**config.mk**
```make
export PLATFORM = sky130hd
export DESIGN_NAME = sat_counter_gen
export DESIGN_NICKNAME = d
export VERILOG_FILES = /design/src/rtl/sat_counter_gen_pkg.sv /design/src/rtl/tick_prescaler.sv /design/src/rtl/sat_counter_gen.sv
export SDC_FILE = /design/constraint.sdc
export NUM_CORES = 1
export LEC_CHECK = 0
export CAP_MARGIN = 10
export CORE_MARGIN = 10
export CORE_UTILIZATION = 42
export DETAILED_ROUTE_END_ITERATION = 7
export GPL_TIMING_DRIVEN = 0
export PLACE_DENSITY = 0.65
export REMOVE_ABC_BUFFERS = 1
export SYNTH_ARGS = -nofsm -noshare
export SYNTH_HDL_FRONTEND = slang
export SYNTH_SLANG_ARGS = --single-unit
```
**constraint.sdc**
```tcl
create_clock -name clk -period 2.05 [get_ports clk]
set_input_delay 0.41 -clock clk [delete_from_list [all_inputs] [get_ports clk]]
set_output_delay 0.41 -clock clk [all_outputs]
set_load 0.01 [all_outputs]
```
**src/rtl/sat_counter_gen_pkg.sv**
```systemverilog
// Shared types and helpers for the prescaled saturating/wrapping counter.
package sat_counter_gen_pkg;

  typedef enum logic {
    COUNTING  = 1'b0,
    SATURATED = 1'b1
  } sat_state_e;

  function automatic int unsigned clamp_val(input int unsigned val,
                                            input int unsigned lo,
                                            input int unsigned hi);
    if (val > hi) return hi;
    if (val < lo) return lo;
    return val;
  endfunction

endpackage

```
**src/rtl/tick_prescaler.sv**
```systemverilog
// Free-running 0..PRESCALE-1 counter; tick marks the terminal count.
module tick_prescaler #(
  parameter int PRESCALE = 10000
) (
  input  logic clk,
  input  logic rst,
  output logic tick
);

  localparam int CW = (PRESCALE > 1) ? $clog2(PRESCALE) : 1;
  localparam logic [CW-1:0] LAST = CW'(PRESCALE - 1);

  logic [CW-1:0] cnt_q, cnt_d;
  logic          at_last;

  assign at_last = (cnt_q == LAST);

  always_comb begin
    cnt_d = at_last ? '0 : cnt_q + 1'b1;
  end

  // NOTE: sequential state is always assigned with <= so every flop samples pre-edge values.
  always_ff @(posedge clk or negedge rst) begin
    if (!rst) cnt_q <= '0;
    else      cnt_q <= cnt_d;
  end

  // Gated by reset so PRESCALE=1 does not tick while held in reset.
  assign tick = rst & at_last;

endmodule

```
**src/rtl/sat_counter_gen.sv**
```systemverilog
// Prescaled up/down counter with saturate or wrap at programmable bounds.
// Define SAT_COUNTER_GEN_STICKY_EN to compile in the sticky sat state machine.
module sat_counter_gen
  import sat_counter_gen_pkg::*;
#(
  parameter int WIDTH     = 8,
  parameter int MAX_COUNT = 255,
  parameter int MIN_COUNT = 0,
  parameter int PRESCALE  = 10000
) (
  input  logic             clk,
  input  logic             rst,
  input  logic             en,
  input  logic             up,
  input  logic             wrap,
  input  logic             load,
  input  logic [WIDTH-1:0] load_val,
  output logic [WIDTH-1:0] count,
  output logic             at_max,
  output logic             at_min,
  output logic             tick,
  output logic             sat
);

  if (!(WIDTH >= 1 && WIDTH <= 32 && MIN_COUNT >= 0 && MIN_COUNT < MAX_COUNT &&
        (MAX_COUNT >> WIDTH) == 0 && PRESCALE >= 1)) begin : g_bad_params
    $error("sat_counter_gen: illegal WIDTH/MIN_COUNT/MAX_COUNT/PRESCALE combination");
  end

  localparam logic [WIDTH-1:0] MAX_C = WIDTH'(MAX_COUNT);
  localparam logic [WIDTH-1:0] MIN_C = WIDTH'(MIN_COUNT);

  // NOTE: reset asserts asynchronously through both flops but releases only after two clk edges.
  logic rst_meta_q, rst_sync_q;

  always_ff @(posedge clk or negedge rst) begin
    if (!rst) {rst_sync_q, rst_meta_q} <= 2'b00;
    else      {rst_sync_q, rst_meta_q} <= {rst_meta_q, 1'b1};
  end

  tick_prescaler #(.PRESCALE(PRESCALE)) u_prescaler (
    .clk  (clk),
    .rst  (rst_sync_q),
    .tick (tick)
  );

  logic [WIDTH-1:0] count_q, count_d;
  logic             step;

  assign step   = tick & en & ~load;
  assign at_max = (count_q == MAX_C);
  assign at_min = (count_q == MIN_C);
  assign count  = count_q;

  // NOTE: every always_comb output gets a default first so no path infers a latch.
  always_comb begin
    count_d = count_q;
    if (load) begin
      count_d = WIDTH'(clamp_val(32'(load_val), MIN_COUNT, MAX_COUNT));
    end else if (step) begin
      if (up) begin
        if (!at_max)   count_d = count_q + 1'b1;
        else if (wrap) count_d = MIN_C;
      end else begin
        if (!at_min)   count_d = count_q - 1'b1;
        else if (wrap) count_d = MAX_C;
      end
    end
  end

  always_ff @(posedge clk or negedge rst_sync_q) begin
    if (!rst_sync_q) count_q <= MIN_C;
    else             count_q <= count_d;
  end

`ifdef SAT_COUNTER_GEN_STICKY_EN
  sat_state_e state_q, state_d;
  logic       blocked;

  // A wrap is never "blocked", so only saturating steps at a bound set the flag.
  assign blocked = step & ~wrap & (up ? at_max : at_min);

  always_comb begin
    state_d = state_q;
    case (state_q)
      COUNTING:  if (blocked) state_d = SATURATED;
      SATURATED: if (load)    state_d = COUNTING;
    endcase
  end

  always_ff @(posedge clk or negedge rst_sync_q) begin
    if (!rst_sync_q) state_q <= COUNTING;
    else             state_q <= state_d;
  end

  assign sat = (state_q == SATURATED);
`else
  assign sat = 1'b0;
`endif

endmodule

```
---- Yosys cells after proc, flatten, opt, wreduce, memory -nomap -nowiden ----
Cells that the tools add are included.
word-level totals
  logic and storage cells ................. 26
  bits of input ports ..................... 14
  flip-flop bits (word level) ............. 24
operators by class
  add/sub/neg operators ................... 3
  muxes and demuxes ....................... 8
  eq/ne operators ......................... 4
  bitwise gates (word level) .............. 4
  reductions and logical operators ........ 3
operator list
  cell                     number
  $mux W8                  7
  $add A14 B1 Y14 const B  1
  $eq A14 B14 Y1 const B   1
  $mux W14                 1
  $add A8 B1 Y8 const B    1
  $eq A8 B8 Y1 const B     1
  $logic_not A8 Y1         1
  $ne A4 B4 Y1 const B     2
  $sub A8 B1 Y8 const B    1
  $and A1 B1 Y1            3
  $reduce_and A3 Y1        1
  $reduce_bool A2 Y1       1
  $not A1 Y1               1

---- Depth between registers and ports, before layout ----
Gate-level depths: netlist of run 1.
  word-level depth ........................ 6
  gate-level depth with buffers ........... 9

---- Modules after synthesis ----
A second synthesis of run 1 with hierarchy kept.
unflattened totals
  cells, all modules ...................... 185
  area total of the unflattened synthesis .. 1625.3 sq um
by module, submodules not included
  module           cells an instance  seq. area each (sq um)  times used  area an instance (sq um)
  sat_counter_gen  122                250.2                   1           950.9
  tick_prescaler   63                 350.3                   1           674.4

---- Least setup slack after synthesis of run 1 ----
No wires, ideal clock.
  path type ............................... register to register
  start ................................... reg count_q[0], in the netlist count[0]
  end ..................................... reg count_q[3], in the netlist count[3]
  arrival ................................. 2033 ps
  setup time .............................. 95 ps
  data required time ...................... 1955 ps
  slack ................................... -78 ps
  stages on the path, launching flop included .. 10
  clock period less this slack ............ 2128 ps
  path through ............................ dfrtp_1 clkbuf_1 inv_1 ha_1 nor4b_2 nand2_1 a21o_1 clkbuf_1 o2111a_1 o31ai_1
between the ends
  word-level cells in the longest chain between the ends .. 5
ends and longest elaborated chain
  item                                         line                                          text
  start, declared                              sat_counter_gen.sv:47                         logic [WIDTH-1:0] count_q, count_d;
  start signal, assigned                       sat_counter_gen.sv:73                         else count_q <= count_d;
  $sub A8 B1 Y8, or another cell as far along  sat_counter_gen.sv:65                         if (!at_min) count_d = count_q - 1'b1;
  $mux W8, on equally long branches            sat_counter_gen.sv:65, sat_counter_gen.sv:62
  $mux W8                                      sat_counter_gen.sv:61                         if (up) begin
  $mux W8                                      sat_counter_gen.sv:60                         end else if (step) begin
  $mux W8                                      sat_counter_gen.sv:58                         if (load) begin
Several ways; a longest one is shown, not always the timed one. The select of a mux whose other input is x is not followed.
A chain may end at the register's enable or synchronous reset.

---- Worst setup path in the final report of run 1 ----
  start ................................... reg u_prescaler.cnt_q[6]
  end ..................................... out tick
between the ends
  word-level cells in the longest chain between the ends .. 2
ends and longest elaborated chain
  item                    line                   text
  start, declared         tick_prescaler.sv:13   logic [CW-1:0] cnt_q, cnt_d;
  start signal, assigned  tick_prescaler.sv:25   else cnt_q <= cnt_d;
  $eq A14 B14 Y1          tick_prescaler.sv:16   assign at_last = (cnt_q == LAST);
  $and A1 B1 Y1           tick_prescaler.sv:29   assign tick = rst & at_last;
  end, declared           sat_counter_gen.sv:21  output logic tick,
No other way between the ends.

==> impl_metrics.yaml, run 1 <==
sta:
  period_needed_ns: 2.233
  hold_violations: 0
  fmax_mhz: 447.9
  tns_ns: -0.6901
  period_share: 1.089
  whs_ns: 0.2957
  skew_ns: 0.008760
  slew_headroom: 0.3425
  worst_pin_slew_ns: 0.9862
  grt_setup_unrepaired: "true"
  maxSlewViolCount: 0
  setup_viol: 8
  worst_slack_ns: -0.1829
finish:
  area_delta_synth_final_pct: 28.31
  final_net_count: 228
  antenna_cells: 0
  multi_input_area_um2: 962.2
  stdcell_count: 257
  drive_gt1_frac: 0.1914
  nFillCells: 345
  fin_util: 0.5580
  seqCellArea_um2: 609.3
logic_synthesis:
  synth.area.top_cells: "dfrtp_1, xnor2_1, xor2_1"
  synth.most_common_cell: "dfrtp_1"
  syn_area_per_cell_um2: 8.911
  synth_edf_count: 0
  ys_types: 48
  seq_area_frac_synth: 0.3744
  synth-async-reset-ratio: 1.000
  ys.warnings.count: 0
  syn_inst: 180
  synthDominantCellAreaShare: 0.3744
  netlist_area_um2: 1604
  synth_commonest_cells: "dfrtp_1, nand2_1, nor2_1"
  synth_top_flop_cell: "dfrtp_1"
  yosysTopAreaCell: "dfrtp_1"
  ys_ff_latch: 24
worst_setup_path:
  start_kind: "register"
  critPathArrivalTime_ns: 1.82
  critPathKind: "reg2out"
  endpoint_kind: "output pin"
  cp_top_family: "simple AND/OR/NAND/NOR gates"
  crit_fanout: 2
  worst-path-buf-inv: 1
  cp_data_required_time_ns: 1.64
  max_stage_delay_ns: 0.55
  path_cells: "or4_4 > nor4_4 > and2_1 > buf_2"
  regToRegSetupSlack_ns: -0.12
  crit_slowest_cell: "or4_4"
grt:
  globalRouteOverflowTotal: 0
  antenna_found_initial: 0
  grt_util_met2: 0.1928
  met3_usage: 0.03384
  grt_pass1_vias: 1449
  globalRouteTotalUtil: 0.1197
  grt_pass1_wl_um: 6513
  grt-busiest-layer: "met2"
  grt_max_degree: 26
  gr-usage-met1: 0.1540
job:
  maxCapViolCount: 0
floorplanning:
  rows: 22
  initial_core_util: 0.4349
  coreArea_um2: 3689
  die_y_um: 81.80
  design.portCount: 26
  dieArea_um2: 6691
  die_w_um: 81.80
detailed_routing:
  drt.antenna.violating_nets: 0
  vias: 1453
  drc: 0
  wl_per_cell_um: 15.29
  first_pass_iters: 4
  wirelength_um: 3929
  vias_per_cell: 5.654
  drtIter0Drc: 107
clock_network:
  clk_pin_slew_worst_paths_ns: 0.09
  clock-sinks: 24
  worstSkewPairLatency_ns: 0.26
  numCtsBuffers: 3
  tritoncts: "yes"
  cts.root.buffer_cell: "clkbuf_8"
  clock_path_buffers: 2
  htree_num_levels: 1
placed_design:
  place.gp.congestion: 0.8289
  placedCellCount: 240
  dp_hpwl_um: 2701
  port_buffers: 24
  pre_cts_ws_ns: -1.016
hold_path:
  hp-class: "in2async"
power:
  peakVddDrop_uv: 483.0
  power.density_nw_per_um2: 558.7
  p_leak_uw: 0.0008864
outcome:
  violations: "setup timing"
  status: "finished, violations left"
## layer usage
metal	part of all wire	vias up
met1	0.48	698
li1	-	704
met3	0.043	10
met4	0.016	0
met5	0	-
met2	0.46	41
## worst paths after layout
| path | start | to | cells past startpoint |
|---|---|---|---|
| min | rst | rst_meta_q | 1 |
| min in group clk | rst_meta_q | rst_sync_q | 0 |
| min reg2reg | rst_meta_q | rst_sync_q | 0 |
| max | u_prescaler.cnt_q[6] | tick | 4 |
| max reg2reg | u_prescaler.cnt_q[6] | count[5] | 6 |
| max in group asynchronous | rst_sync_q | count[3] | 0 |
## cells in the final DEF, fill, tap and decap left out, types with 3 or more instances in the layout
cell	netlist	routed
clkdlybuf4s50_1	0	20
dfrtp_1	24	17
nand2_1	15	15
nor2_1	14	14
buf_4	2	12
nand3_1	10	9
a21oi_1	8	8
nor3_1	8	7
xnor2_1	7	7
xor2_1	7	7
inv_1	7	7
o31ai_1	7	7
dfrtp_2	0	7
a31oi_1	5	5
and3_1	4	4
nand4_1	3	3
nor2b_1	3	3
o21a_1	3	3
o21ai_0	5	3
ha_1	4	3
clkbuf_8	0	3
## sequential cells by signal, summed over array words and instances (netlist names)
signal and count:
rst_sync_q 1, rst_meta_q 1, count 8, u_prescaler.cnt_q 14
## report_power, final
group	internal [uW]	switching (uW)	total, uW	leakage, uW
clock network	261	145	406	0.0000357
logic	110	110	219	0.000554
registers	491	33.6	525	0.000297
total	861	289	1150	0.000886
## worst register-to-register path, stage by stage, from the launching register on
cell,delay (ns)
dfrtp_1,0.39
or4_4,0.55
nor4_4,0.32
buf_6,0.19
nand3_4,0.14
a2111oi_4,0.34
o31ai_1,0.10
## layout make-up
type / count / area share
Clock inverter: 1 / 0.01459
Clock buffer: 3 / 0.02006
Inverter: 7 / 0.01277
Multi-Input combinational cell: 137 / 0.4675
Tap cell: 48 / 0.02918
Timing Repair Buffer: 37 / 0.1599
Sequential cell: 24 / 0.2960
## stage by stage
| stage | total power (uW) | cell area [um^2] |
|---|---|---|
| global placement | 716.7 | 1844 |
| global route | 1208 | 2058 |
| finish | 1150 | 2058 |
| detailed placement | 721.1 | 1844 |
| CTS | 1158 | 2037 |
| floorplan | 627.9 | 1544 |
## logic make-up (layout without fill, tap and decap cells)
group / after synthesis / after routing / synth area share
AND/OR/NAND/NOR: 77 / 77 / 0.2777
AO/OA/AOI/OAI: 40 / 40 / 0.1818
flip-flops: 24 / 24 / 0.3744
buffers and inverters: 19 / 48 / 0.05382
XOR/XNOR: 14 / 14 / 0.07644
adder cells (fa/ha/maj): 4 / 4 / 0.03120
other: 2 / 2 / 0.004682
## repair_timing
action | 4_1_cts | 5_1_grt
pin swaps | 2 | 2
resized for setup | 25 | 3
hold buffers | 0 | 0
setup endpoints to repair | 19 | 10
buffers inserted | 10 | 3
hold endpoints to repair | 0 | 0
(Power assumes the default switching activity.)
==> inputs of run 2 (changes only) <==
==> constraint.sdc (replaced) <==
create_clock -name clk -period 2.1 [get_ports clk]
set_input_delay 0.42 -clock clk [delete_from_list [all_inputs] [get_ports clk]]
set_output_delay 0.42 -clock clk [all_outputs]
set_load 0.01 [all_outputs]
==> run 2 against run 1 <==
Compared with the run above: the run still ends with setup timing left; routed wire length grew 3.8%; via count grew 2.3%; highest routed layer unchanged; setup slack gained 0.083 ns; critical path type is now reg2reg; utilization grew 1.6 points; count of clock-buffer cells in the layout is the same; total power shrank 2.1%; first-iteration DRC count grew 0.93%; combinational power is essentially flat; critical path depth grew 2; clock skew shrank 0.00060 ns; non-clock buffer count grew 2.
==> impl_metrics.yaml, run 2 (synthesis results as in run 1) <==
outcome:
  status: "finished, violations left"
  violations: "setup timing"
worst_setup_path:
  regToRegEndpoint: "count[5]"
  crit_fanout: 5
  critPathKind: "reg2reg"
  crit_slowest_cell: "or4_4"
  regToRegSetupSlack_ns: -0.1
  path_cells: "or4_4 > nor4_4 > buf_4 > nand3_4 > a2111oi_4 > o31ai_1"
  cp_data_required_time_ns: 2.23
  start_kind: "register"
  max_stage_delay_ns: 0.54
  reg2reg_depth: 6
  endpoint_kind: "register"
  critPathArrivalTime_ns: 2.33
  timing.rr.start: "u_prescaler.cnt_q[6]"
clock_network:
  clock_path_buffers: 2
  numCtsBuffers: 3
  cts.root.buffer_cell: "clkbuf_8"
  htree_num_levels: 1
  clk_pin_slew_worst_paths_ns: 0.09
  tritoncts: "yes"
  worstSkewPairLatency_ns: 0.26
  clock-sinks: 24
floorplanning:
  die_w_um: 81.80
  die_y_um: 81.80
  dieArea_um2: 6691
  design.portCount: 26
  coreArea_um2: 3689
  rows: 22
  initial_core_util: 0.4349
placed_design:
  place.gp.congestion: 0.8289
  port_buffers: 24
  pre_cts_ws_ns: -0.9761
  dp_hpwl_um: 2701
power:
  peakVddDrop_uv: 470.9
  p_leak_uw: 0.0009087
  power.density_nw_per_um2: 532.2
finish:
  final_cell_mix: "clkdlybuf4s50_1, dfrtp_1, nand2_1, buf_4, nor2_1"
  final_net_count: 231
  drive_gt1_frac: 0.2217
  area_delta_synth_final_pct: 31.90
  top_register: "u_prescaler.cnt_q"
  layout_commonest_cell: "clkdlybuf4s50_1"
  largest_reg_flops: 14
  antenna_cells: 0
sta:
  worst_slack_ns: -0.09975
  hold_violations: 0
  fmax_mhz: 454.6
  period_needed_ns: 2.200
  skew_ns: 0.008160
  grt_setup_unrepaired: "true"
  tns_ns: -0.3453
  period_share: 1.047
  slew_headroom: 0.3263
  setup_viol: 6
  maxSlewViolCount: 0
  worst_pin_slew_ns: 1.011
grt:
  grt_max_degree: 27
  antenna_found_initial: 0
  globalRouteOverflowTotal: 0
  grt_pass1_vias: 1482
  globalRouteTotalUtil: 0.1247
  grt_pass1_wl_um: 6768
detailed_routing:
  drtIter0Drc: 108
  drt.antenna.violating_nets: 0
  wl_per_cell_um: 15.69
  drc: 0
  first_pass_iters: 4
  wirelength_um: 4080
  vias: 1486
  vias_per_cell: 5.715
hold_path:
  hp-class: "in2async"
job:
  maxCapViolCount: 0
-- run 2: critical path, delay by kind of cell (launching register included) --
kind / cells / cell delay (ns)
simple gates: 3 / 0.95
compound gates: 2 / 0.51
flops: 1 / 0.39
buf+inv: 1 / 0.21
-- run 2: worst max path at each step --
| stage | startpoint | endpoint | slack (ns) | cells after the start |
|---|---|---|---|---|
| 2_1_floorplan | u_prescaler.cnt_q[6] | count[0] | -0.27 | 5 |
| 6_report | u_prescaler.cnt_q[6] | count[5] | -0.1 | 6 |
| 5_1_grt | u_prescaler.cnt_q[6] | count[5] | -0.22 | 6 |
| 3_3_place_gp | u_prescaler.cnt_q[5] | tick | -0.94 | 4 |
| 4_1_cts | u_prescaler.cnt_q[6] | tick | -0.11 | 4 |
| 3_5_place_dp | u_prescaler.cnt_q[6] | tick | -0.98 | 4 |
-- run 2: per-layer routing --
metal,global-route usage,routed length (um),vias to the layer above
li1,-,-,715
met1,0.1611,1925,712
met2,0.1967,1825,49
met3,0.03712,256,10
met4,0.03571,73,0
met5,0,0,-
-- run 2: layout make-up --
class / instances / area (um^2)
Fill cell: 335 / 1573
Multi-Input combinational cell: 138 / 1008
Clock inverter: 1 / 30.03
Sequential cell: 24 / 609.3
Clock buffer: 3 / 41.29
Inverter: 7 / 26.28
Tap cell: 48 / 60.06
Timing Repair Buffer: 39 / 340.3
-- run 2: timing repair --
action                                 in CTS  in global routing
pin swaps                                   9                  5
hold buffers                                0                  0
resized for setup                          29                  6
setup endpoints to repair                  19                 10
cloned                                      1                  0
endpoints found under the hold margin       0                  0
buffers inserted                           12                  4
-- run 2: through the flow --
| step | instance area [um^2] | hold WS (ns) | util | total power [uW] | std cells |
|---|---|---|---|---|---|
| finish | 2116 | 0.3061 | 0.5736 | 1126 | 260 |
| global route | 2116 | 0.2892 | 0.5736 | 1183 | 260 |
| floorplan | 1544 | 0.1244 | - | 612.9 | 168 |
| CTS | 2076 | 0.3069 | 0.5628 | 1131 | 257 |
| detailed placement | 1844 | 0.3355 | 0.5000 | 703.9 | 240 |
| global placement | 1844 | 0.3369 | 0.5000 | 699.7 | 240 |
-- run 2: where the power goes --
| part | switching [uW] | total [uW] | internal (uW) | leakage [uW] |
|---|---|---|---|---|
| clock network | 141 | 395 | 255 | 0.0000357 |
| registers | 33.6 | 513 | 479 | 0.000297 |
| logic | 110 | 218 | 108 | 0.000576 |
